===== config.mk =====
export PLATFORM = sky130hd
export DESIGN_NAME = pipe_eq_monitor
export DESIGN_NICKNAME = d
export VERILOG_FILES = /design/src/rtl/pipe_eq_monitor.sv
export SDC_FILE = /design/constraint.sdc
export NUM_CORES = 1
export LEC_CHECK = 0
export ABC_CLOCK_PERIOD_IN_PS = 3120
export BUFFER_PORTS_ARGS = -buffer_cell sky130_fd_sc_hd__buf_2
export CAP_MARGIN = 20
export CORE_MARGIN = 3
export CORE_UTILIZATION = 45
export CTS_CLUSTER_SIZE = 24
export DETAILED_ROUTE_END_ITERATION = 10
export GPL_ROUTABILITY_DRIVEN = 0
export PLACE_DENSITY = 0.67
export SYNTH_ARGS = -nofsm -noshare
export SYNTH_HDL_FRONTEND = slang
export SYNTH_SLANG_ARGS = --single-unit

===== constraint.sdc =====
create_clock -name clk -period 3.12 [get_ports clk]
set_clock_uncertainty 0.2 [all_clocks]
set_input_delay 0.936 -clock clk [delete_from_list [all_inputs] [get_ports clk]]
set_output_delay 0.936 -clock clk [all_outputs]
set_load 0.05 [all_outputs]

===== src/rtl/pipe_eq_monitor.sv =====
// Stream self-checker behind a pipelined equality comparator: realigns valid
// with the delayed eq bit, tallies matches/mismatches and latches first failure.
module pipe_eq_monitor #(
  parameter int unsigned LATENCY = 3,
  parameter int unsigned CNT_W   = 16,
  parameter int unsigned IDX_W   = 16
) (
  input  logic             clk,
  input  logic             rst,
  input  logic             in_valid,
  input  logic             eq_in,
  input  logic             clear,
  output logic             out_valid,
  output logic             out_match,
  output logic [CNT_W-1:0] match_cnt,
  output logic [CNT_W-1:0] mismatch_cnt,
  output logic [IDX_W-1:0] first_err_idx,
  output logic             err_sticky,
  output logic [1:0]       state
);

  typedef enum logic [1:0] {
    S_IDLE = 2'b00,
    S_RUN  = 2'b01,
    S_FAIL = 2'b10
  } state_e;

  state_e             state_q, state_d;
  logic [LATENCY-1:0] vdl_q, vdl_d;
  logic               out_valid_q, out_valid_d;
  logic               out_match_q, out_match_d;
  logic [CNT_W-1:0]   match_cnt_q, match_cnt_d;
  logic [CNT_W-1:0]   mismatch_cnt_q, mismatch_cnt_d;
  logic [IDX_W-1:0]   idx_q, idx_d;
  logic [IDX_W-1:0]   first_err_idx_q, first_err_idx_d;
  logic               err_sticky_q, err_sticky_d;
  logic               v_al;

  // Oldest tap of the valid delay line lines up with eq_in.
  assign v_al = vdl_q[LATENCY-1];

  // Next-state and datapath updates; clear wins over any aligned sample.
  always_comb begin
    state_d         = state_q;
    vdl_d           = LATENCY'({vdl_q, in_valid});
    out_valid_d     = v_al;
    out_match_d     = v_al & eq_in;
    match_cnt_d     = match_cnt_q;
    mismatch_cnt_d  = mismatch_cnt_q;
    idx_d           = idx_q;
    first_err_idx_d = first_err_idx_q;
    err_sticky_d    = err_sticky_q;

    if (clear) begin
      state_d         = S_IDLE;
      vdl_d           = '0;
      out_valid_d     = 1'b0;
      out_match_d     = 1'b0;
      match_cnt_d     = '0;
      mismatch_cnt_d  = '0;
      idx_d           = '0;
      first_err_idx_d = '0;
      err_sticky_d    = 1'b0;
    end else if (v_al) begin
      idx_d = idx_q + IDX_W'(1);
      if (eq_in) begin
        match_cnt_d = (match_cnt_q == '1) ? match_cnt_q : match_cnt_q + CNT_W'(1);
      end else begin
        mismatch_cnt_d = (mismatch_cnt_q == '1) ? mismatch_cnt_q : mismatch_cnt_q + CNT_W'(1);
      end

      unique case (state_q)
        S_IDLE, S_RUN: begin
          if (eq_in) begin
            state_d = S_RUN;
          end else begin
            state_d         = S_FAIL;
            first_err_idx_d = idx_q;
            err_sticky_d    = 1'b1;
          end
        end
        S_FAIL:  state_d = S_FAIL;
        default: state_d = S_IDLE;
      endcase
    end
  end

  always_ff @(posedge clk) begin
    if (rst) begin
      state_q         <= S_IDLE;
      vdl_q           <= '0;
      out_valid_q     <= 1'b0;
      out_match_q     <= 1'b0;
      match_cnt_q     <= '0;
      mismatch_cnt_q  <= '0;
      idx_q           <= '0;
      first_err_idx_q <= '0;
      err_sticky_q    <= 1'b0;
    end else begin
      state_q         <= state_d;
      vdl_q           <= vdl_d;
      out_valid_q     <= out_valid_d;
      out_match_q     <= out_match_d;
      match_cnt_q     <= match_cnt_d;
      mismatch_cnt_q  <= mismatch_cnt_d;
      idx_q           <= idx_d;
      first_err_idx_q <= first_err_idx_d;
      err_sticky_q    <= err_sticky_d;
    end
  end

  assign out_valid     = out_valid_q;
  assign out_match     = out_match_q;
  assign match_cnt     = match_cnt_q;
  assign mismatch_cnt  = mismatch_cnt_q;
  assign first_err_idx = first_err_idx_q;
  assign err_sticky    = err_sticky_q;
  assign state         = state_q;

endmodule


==> reports/results.ini, run 1 <==
[status]
status=completed

[route]
num_vias=2925
detail-route-antenna-nets=0
drtIter0Drc=115
viasPerCell=5.57
post_drt_wl_per_cell_um=13.7
wl_um=7170
drc=0
first_pass_iters=4

[setup_path]
start_kind=register
worstRegToRegCells=5
cp_num_cells=1
r2r_start=mismatch_cnt[0]$_SDFFE_PP0P_
arrival_ps=1170
crit_buf_inv=1
cpPeakStageDelay_ps=500
required_ps=1980
worstSetupEndpoint=match_cnt[9]
crit_start=match_cnt[9]$_SDFFE_PP0P_
critPathKind=register to output port
rrSetupSlack_ps=870
worst_path_max_delay_cell=dfxtp_1
cp-end-kind=output port
critPathTopFamily=flip-flops
crit_path_cell_trace=buf_2
r2r-end=mismatch_cnt[12]$_SDFFE_PP0P_
crit_fanout=9

[placed_design]
numPortBuffers=57
detailed_place_hpwl_um=4870

[synthesis]
yosysUniqueCellTypes=47
synth-main-ff-cell=dfxtp_1
yosysWarnings=0
yosysMostFrequentCell=dfxtp_1
syn_area_per_cell_sq_um=8.47
synth-seq-cells=72
synth_edf_count=0
yosysSeqAreaShare=0.459
ys_top_cells_by_count=dfxtp_1, nand2_1, a21oi_1
synth_largest_area_cell=dfxtp_1
netlist_area_sq_mm=0.00314
synth.top_cell.area_share=0.459
ys_async_sr_fraction=0
synthTopCellsByArea=dfxtp_1, a21oi_1, nand2_1
netlist_instances=371
synth_fp_nets=379

[timing]
maxClockFrequency_mhz=433
whs_ps=237
timing.setup.tns_ps=0
finalCritPeriodShare=0.740
min_period_ps=2310
worst_slew_pin_slew_ps=791
slew_headroom=0.468
setup_viol=0
rsz0062_at_grt=false
hold_viol_final=0
slew_violations=0

[global_route]
overflow=0
use_met3=0.0392
use_met1=0.271
met2_usage=0.270
grt.busiest_layer=met1
antenna_found_initial=0
grt_max_degree=39
grt.total_usage=0.188
grt_pass1_vias=2603
grt_pass1_wl_um=12000

[layout]
regArea_sq_mm=0.00144
antenna_cells=0
multi_input_area_sq_mm=0.00160
drive_gt1_frac=0.206
nFillCells=613
area_growth_pct=17.9
fin_nets=435

[power]
p_leak_nw=1.34
p_per_area_mw_per_mm2=460
ir_drop_uv=196

[floorplan]
boundaryPins=58
fp.dieArea_sq_mm=0.00802
die_w_um=89.6
rows=29
fp.coreArea_sq_mm=0.00657
die_y_um=89.6
start_util=0.479

[clocking]
clock-root-buffer=clkbuf_8
path_clk_slew_ps=80
cts_resized=0
clk_latency_ps=350
h-tree-depth=3
cts_made_buffers=9
ctsHoldBuffers=0
cts_tree=done
clkSinkCount=72
post_cts_buffers=0
ctsLongestPathBuffers=2

[worst_hold_path]
hp-class=register to register
hp-start=vdl_q[1]$_SDFF_PP0_

[flow_run]
cap_violations=0

worst min-delay path by stage:
stage                          end  cells after the start  slack (ps)
2_1_floorplan  vdl_q[1]$_SDFF_PP0_                      1         210
3_3_place_gp   vdl_q[1]$_SDFF_PP0_                      1         210
3_5_place_dp   vdl_q[2]$_SDFF_PP0_                      1         220
4_1_cts        vdl_q[2]$_SDFF_PP0_                      1         240
5_1_grt        vdl_q[1]$_SDFF_PP0_                      1         270
6_report       vdl_q[2]$_SDFF_PP0_                      1         240
power by group:
part           total (mW)  internal (mW)  switching (mW)  leakage (nW)
registers           0.919          0.919        0.000568         0.580
logic              0.0272        0.00699          0.0202         0.657
clock network       0.757          0.377           0.380         0.104
total                1.70           1.30           0.400          1.34
state kept, by name, summed over array words and instances, names as in the netlist:
| signal | count |
|---|---|
| first_err_idx | 16 |
| err_sticky | 1 |
| out_valid | 1 |
| out_match | 1 |
| state | 2 |
| mismatch_cnt | 16 |
| vdl_q | 3 |
| match_cnt | 16 |
| idx_q | 16 |
per-stage QoR:
stage                     total power [mW]  utilization  instance area (sq um)  setup WS (ps)  instances
after floorplan                      0.960            -                   3140            676        371
after global placement               0.968        0.533                   3500            542        509
after CTS                             1.72        0.564                   3700            816        525
after detailed placement             0.968        0.533                   3500            506        509
after global routing                  1.77        0.564                   3700            494        525
final                                 1.70        0.564                   3700            812        525
layer usage:
metal	vias up	part of all wire	wire [um]
met5	-	0	0
met4	0	0.021	149
met3	14	0.054	384
met2	83	0.41	2960
met1	1334	0.51	3680
li1	1494	-	-
final cells by class:
| class | instances | area share |
|---|---|---|
| Multi-Input combinational cell | 278 | 0.433 |
| Sequential cell | 72 | 0.389 |
| Timing Repair Buffer | 63 | 0.0892 |
| Clock buffer | 9 | 0.0334 |
| Tap cell | 93 | 0.0314 |
| Clock inverter | 7 | 0.0213 |
| Inverter | 3 | 0.00304 |
kinds of logic (layout without fill, tap and decap cells):
family / Yosys count / in the layout / synth area share
adder cells (fa/ha/maj): 3 / 3 / 0.0119
XOR/XNOR: 11 / 11 / 0.0307
multiplexers: 2 / 2 / 0.00637
buffers and inverters: 21 / 82 / 0.0314
AO/OA/AOI/OAI: 86 / 86 / 0.162
AND/OR/NAND/NOR: 176 / 176 / 0.299
flip-flops: 72 / 72 / 0.459
placed cells by master, fill, tap and decap left out, drive strengths merged, types with 6 or more instances in the layout:
| cell | synthesis | routed |
|---|---|---|
| dfxtp | 72 | 72 |
| nand2 | 50 | 50 |
| nor4 | 7 | 7 |
| nor3 | 9 | 9 |
| nand4 | 18 | 18 |
| xor2 | 7 | 7 |
| a31oi | 7 | 7 |
| a21oi | 43 | 43 |
| o21ai | 14 | 14 |
| buf | 3 | 63 |
| and4 | 6 | 6 |
| or3 | 12 | 12 |
| nand3 | 17 | 17 |
| o31ai | 7 | 7 |
| and2 | 6 | 6 |
| clkbuf | 15 | 9 |
| nor2 | 25 | 25 |
| or4 | 9 | 9 |
No activity file was read; power rests on OpenSTA's default activity.
==> inputs of run 2 (changes only) <==
--- a/config.mk
+++ b/config.mk
@@ -5,7 +5,7 @@
 export SDC_FILE = /design/constraint.sdc
 export NUM_CORES = 1
 export LEC_CHECK = 0
-export ABC_CLOCK_PERIOD_IN_PS = 3120
+export ABC_CLOCK_PERIOD_IN_PS = 1900
 export BUFFER_PORTS_ARGS = -buffer_cell sky130_fd_sc_hd__buf_2
 export CAP_MARGIN = 20
 export CORE_MARGIN = 3
@@ -13,7 +13,7 @@
 export CTS_CLUSTER_SIZE = 24
 export DETAILED_ROUTE_END_ITERATION = 10
 export GPL_ROUTABILITY_DRIVEN = 0
-export PLACE_DENSITY = 0.67
+export PLACE_DENSITY = 0.69
 export SYNTH_ARGS = -nofsm -noshare
 export SYNTH_HDL_FRONTEND = slang
 export SYNTH_SLANG_ARGS = --single-unit
==> constraint.sdc (replaced) <==
create_clock -name clk -period 1.9 [get_ports clk]
set_clock_uncertainty 0.2 [all_clocks]
set_input_delay 0.57 -clock clk [delete_from_list [all_inputs] [get_ports clk]]
set_output_delay 0.57 -clock clk [all_outputs]
set_load 0.05 [all_outputs]
==> reports/results.ini, run 2 (synthesized netlist as in run 1, its figures left out) <==
[power]
p_per_area_mw_per_mm2=641
p_sw_frac=0.231
p_leak_nw=1.63
netSwitchingPower_uw=628
p_seq_frac=0.547
p_total_mw=2.72
combPwrFrac=0.018
intPower_mw=2.09
ir_drop_uv=423
power_frac_clock=0.435

[timing]
finalCritPeriodShare=1.02
worst_slew_pin_slew_ps=408
whs_ps=232
hold_viol_final=0
setup_viol=2
slew_headroom=0.728
slew_violations=0
maxClockFrequency_mhz=518
min_period_ps=1930
rsz0062_at_grt=true
finalWorstSetupSlack_ps=-30.7
timing.setup.tns_ps=-51.0

[global_route]
overflow=0
antenna_found_initial=0
grt.total_usage=0.202
grt_pass1_wl_um=12700
grt_pass1_vias=2762
grt_max_degree=41

[layout]
fin_nets=480
final_cell_mix=buf_2, nand2_1, buf_4
drive_gt1_frac=0.367
layout_commonest_cell=buf_2
instances_no_fill=570
area_growth_pct=34.8
antenna_cells=0
nFillCells=549

[placed_design]
placed_cells=551
detailed_place_hpwl_um=5390
numPortBuffers=57

[clocking]
cts_made_buffers=9
path_clk_slew_ps=80
clkSinkCount=72
ctsLongestPathBuffers=2
h-tree-depth=3
clock-root-buffer=clkbuf_8
clk_latency_ps=350
cts_tree=done

[route]
viasPerCell=5.51
post_drt_wl_per_cell_um=13.9
num_vias=3138
detail-route-antenna-nets=0
first_pass_iters=4
wl_um=7950
drtIter0Drc=108
drc=0

[setup_path]
r2r-end=match_cnt[11]$_SDFFE_PP0P_
cp-end-kind=register
r2r_start=match_cnt[8]$_SDFFE_PP0P_
start_kind=register
crit_buf_inv=0
crit_fanout=3
critPathTopFamily=simple AND/OR/NAND/NOR gates
cpPeakStageDelay_ps=530
crit_start=match_cnt[8]$_SDFFE_PP0P_
critPathKind=register to register
rrSetupSlack_ps=-30
crit_path_frequent_cell=or4_4
required_ps=1990
worst_path_max_delay_cell=or4_4
crit_path_cell_trace=nand4_1, or4_4, or4_4, a21oi_2
arrival_ps=2020
worstRegToRegCells=4

[worst_hold_path]
hp-class=register to register
hp-start=vdl_q[0]$_SDFF_PP0_
whs_endpoint=vdl_q[1]$_SDFF_PP0_
min_path_cells=1

[status]
status=complete, but fails checks
failed_checks=setup timing

[floorplan]
start_util=0.479
rows=29
fp.coreArea_sq_mm=0.00657
die_y_um=89.6
boundaryPins=58
fp.dieArea_sq_mm=0.00802
die_w_um=89.6

[flow_run]
cap_violations=0

## run 2: cell types whose count changed in the layout (fill, tap and decap cells not counted), moves of 3 or more
cell,delta
dfxtp_2,+13
nor4_4,+3
clkinv_4,-3
buf_2,-4
dfxtp_4,+17
buf_4,+44
clkbuf_4,+3
clkbuf_8,+3
dfxtp_1,-30
## run 2: power groups by stage
stage / sequential, mW / clock, mW / combinational [mW]
6_report: 1.48 / 1.18 / 0.0495
5_1_grt: 1.48 / 1.27 / 0.0542
3_5_place_dp: 1.52 / 0 / 0.0490
2_1_floorplan: 1.52 / 0 / 0.0311
4_1_cts: 1.48 / 1.20 / 0.0492
3_3_place_gp: 1.52 / 0 / 0.0478
## run 2: metal layers
| metal | share of wire | track usage | vias to the layer above |
|---|---|---|---|
| met3 | 0.055 | 0.0356 | 16 |
| met1 | 0.48 | 0.284 | 1466 |
| met2 | 0.44 | 0.293 | 83 |
| met5 | 0 | 0 | - |
| li1 | - | - | 1573 |
| met4 | 0.021 | 0.110 | 0 |
## run 2: stage by stage
step / instance area [sq um] / worst slack, ps / utilization
after detailed placement: 3930 / -315 / 0.599
after global placement: 3930 / -263 / 0.599
after global routing: 4240 / -74.3 / 0.645
final: 4240 / -30.7 / 0.645
after floorplan: 3260 / -130 / -
after CTS: 4140 / -1.19 / 0.631
## run 2: cell type report
cell class / count / area [sq um] / area share
clock inverter: 3 / 21.3 / 0.00502
sequential: 72 / 1520 / 0.359
inverter: 3 / 11.3 / 0.00266
multi-input combinational: 278 / 1710 / 0.404
clock buffer: 13 / 169 / 0.0399
tap: 93 / 116 / 0.0275
timing repair buffer: 108 / 686 / 0.162
## run 2: worst max-delay path by stage
| stage | slack (ps) | cells past startpoint | end |
|---|---|---|---|
| 2_1_floorplan | -130 | 5 | match_cnt[3]$_SDFFE_PP0P_ |
| 3_3_place_gp | -260 | 5 | match_cnt[11]$_SDFFE_PP0P_ |
| 3_5_place_dp | -310 | 5 | match_cnt[11]$_SDFFE_PP0P_ |
| 4_1_cts | -1 | 5 | mismatch_cnt[13]$_SDFFE_PP0P_ |
| 5_1_grt | -70 | 4 | match_cnt[11]$_SDFFE_PP0P_ |
| 6_report | -30 | 4 | match_cnt[11]$_SDFFE_PP0P_ |
## run 2: worst register-to-register path: stages (launching register included)
cell	delay, ps
dfxtp_4	340
nand4_1	170
or4_4	530
or4_4	490
a21oi_2	130
## run 2: timing repair
item	4_1_cts	5_1_grt
pin swaps	1	5
buffers inserted	1	2
setup endpoints to repair	4	23
gates resized for setup	3	17
hold buffers	0	0
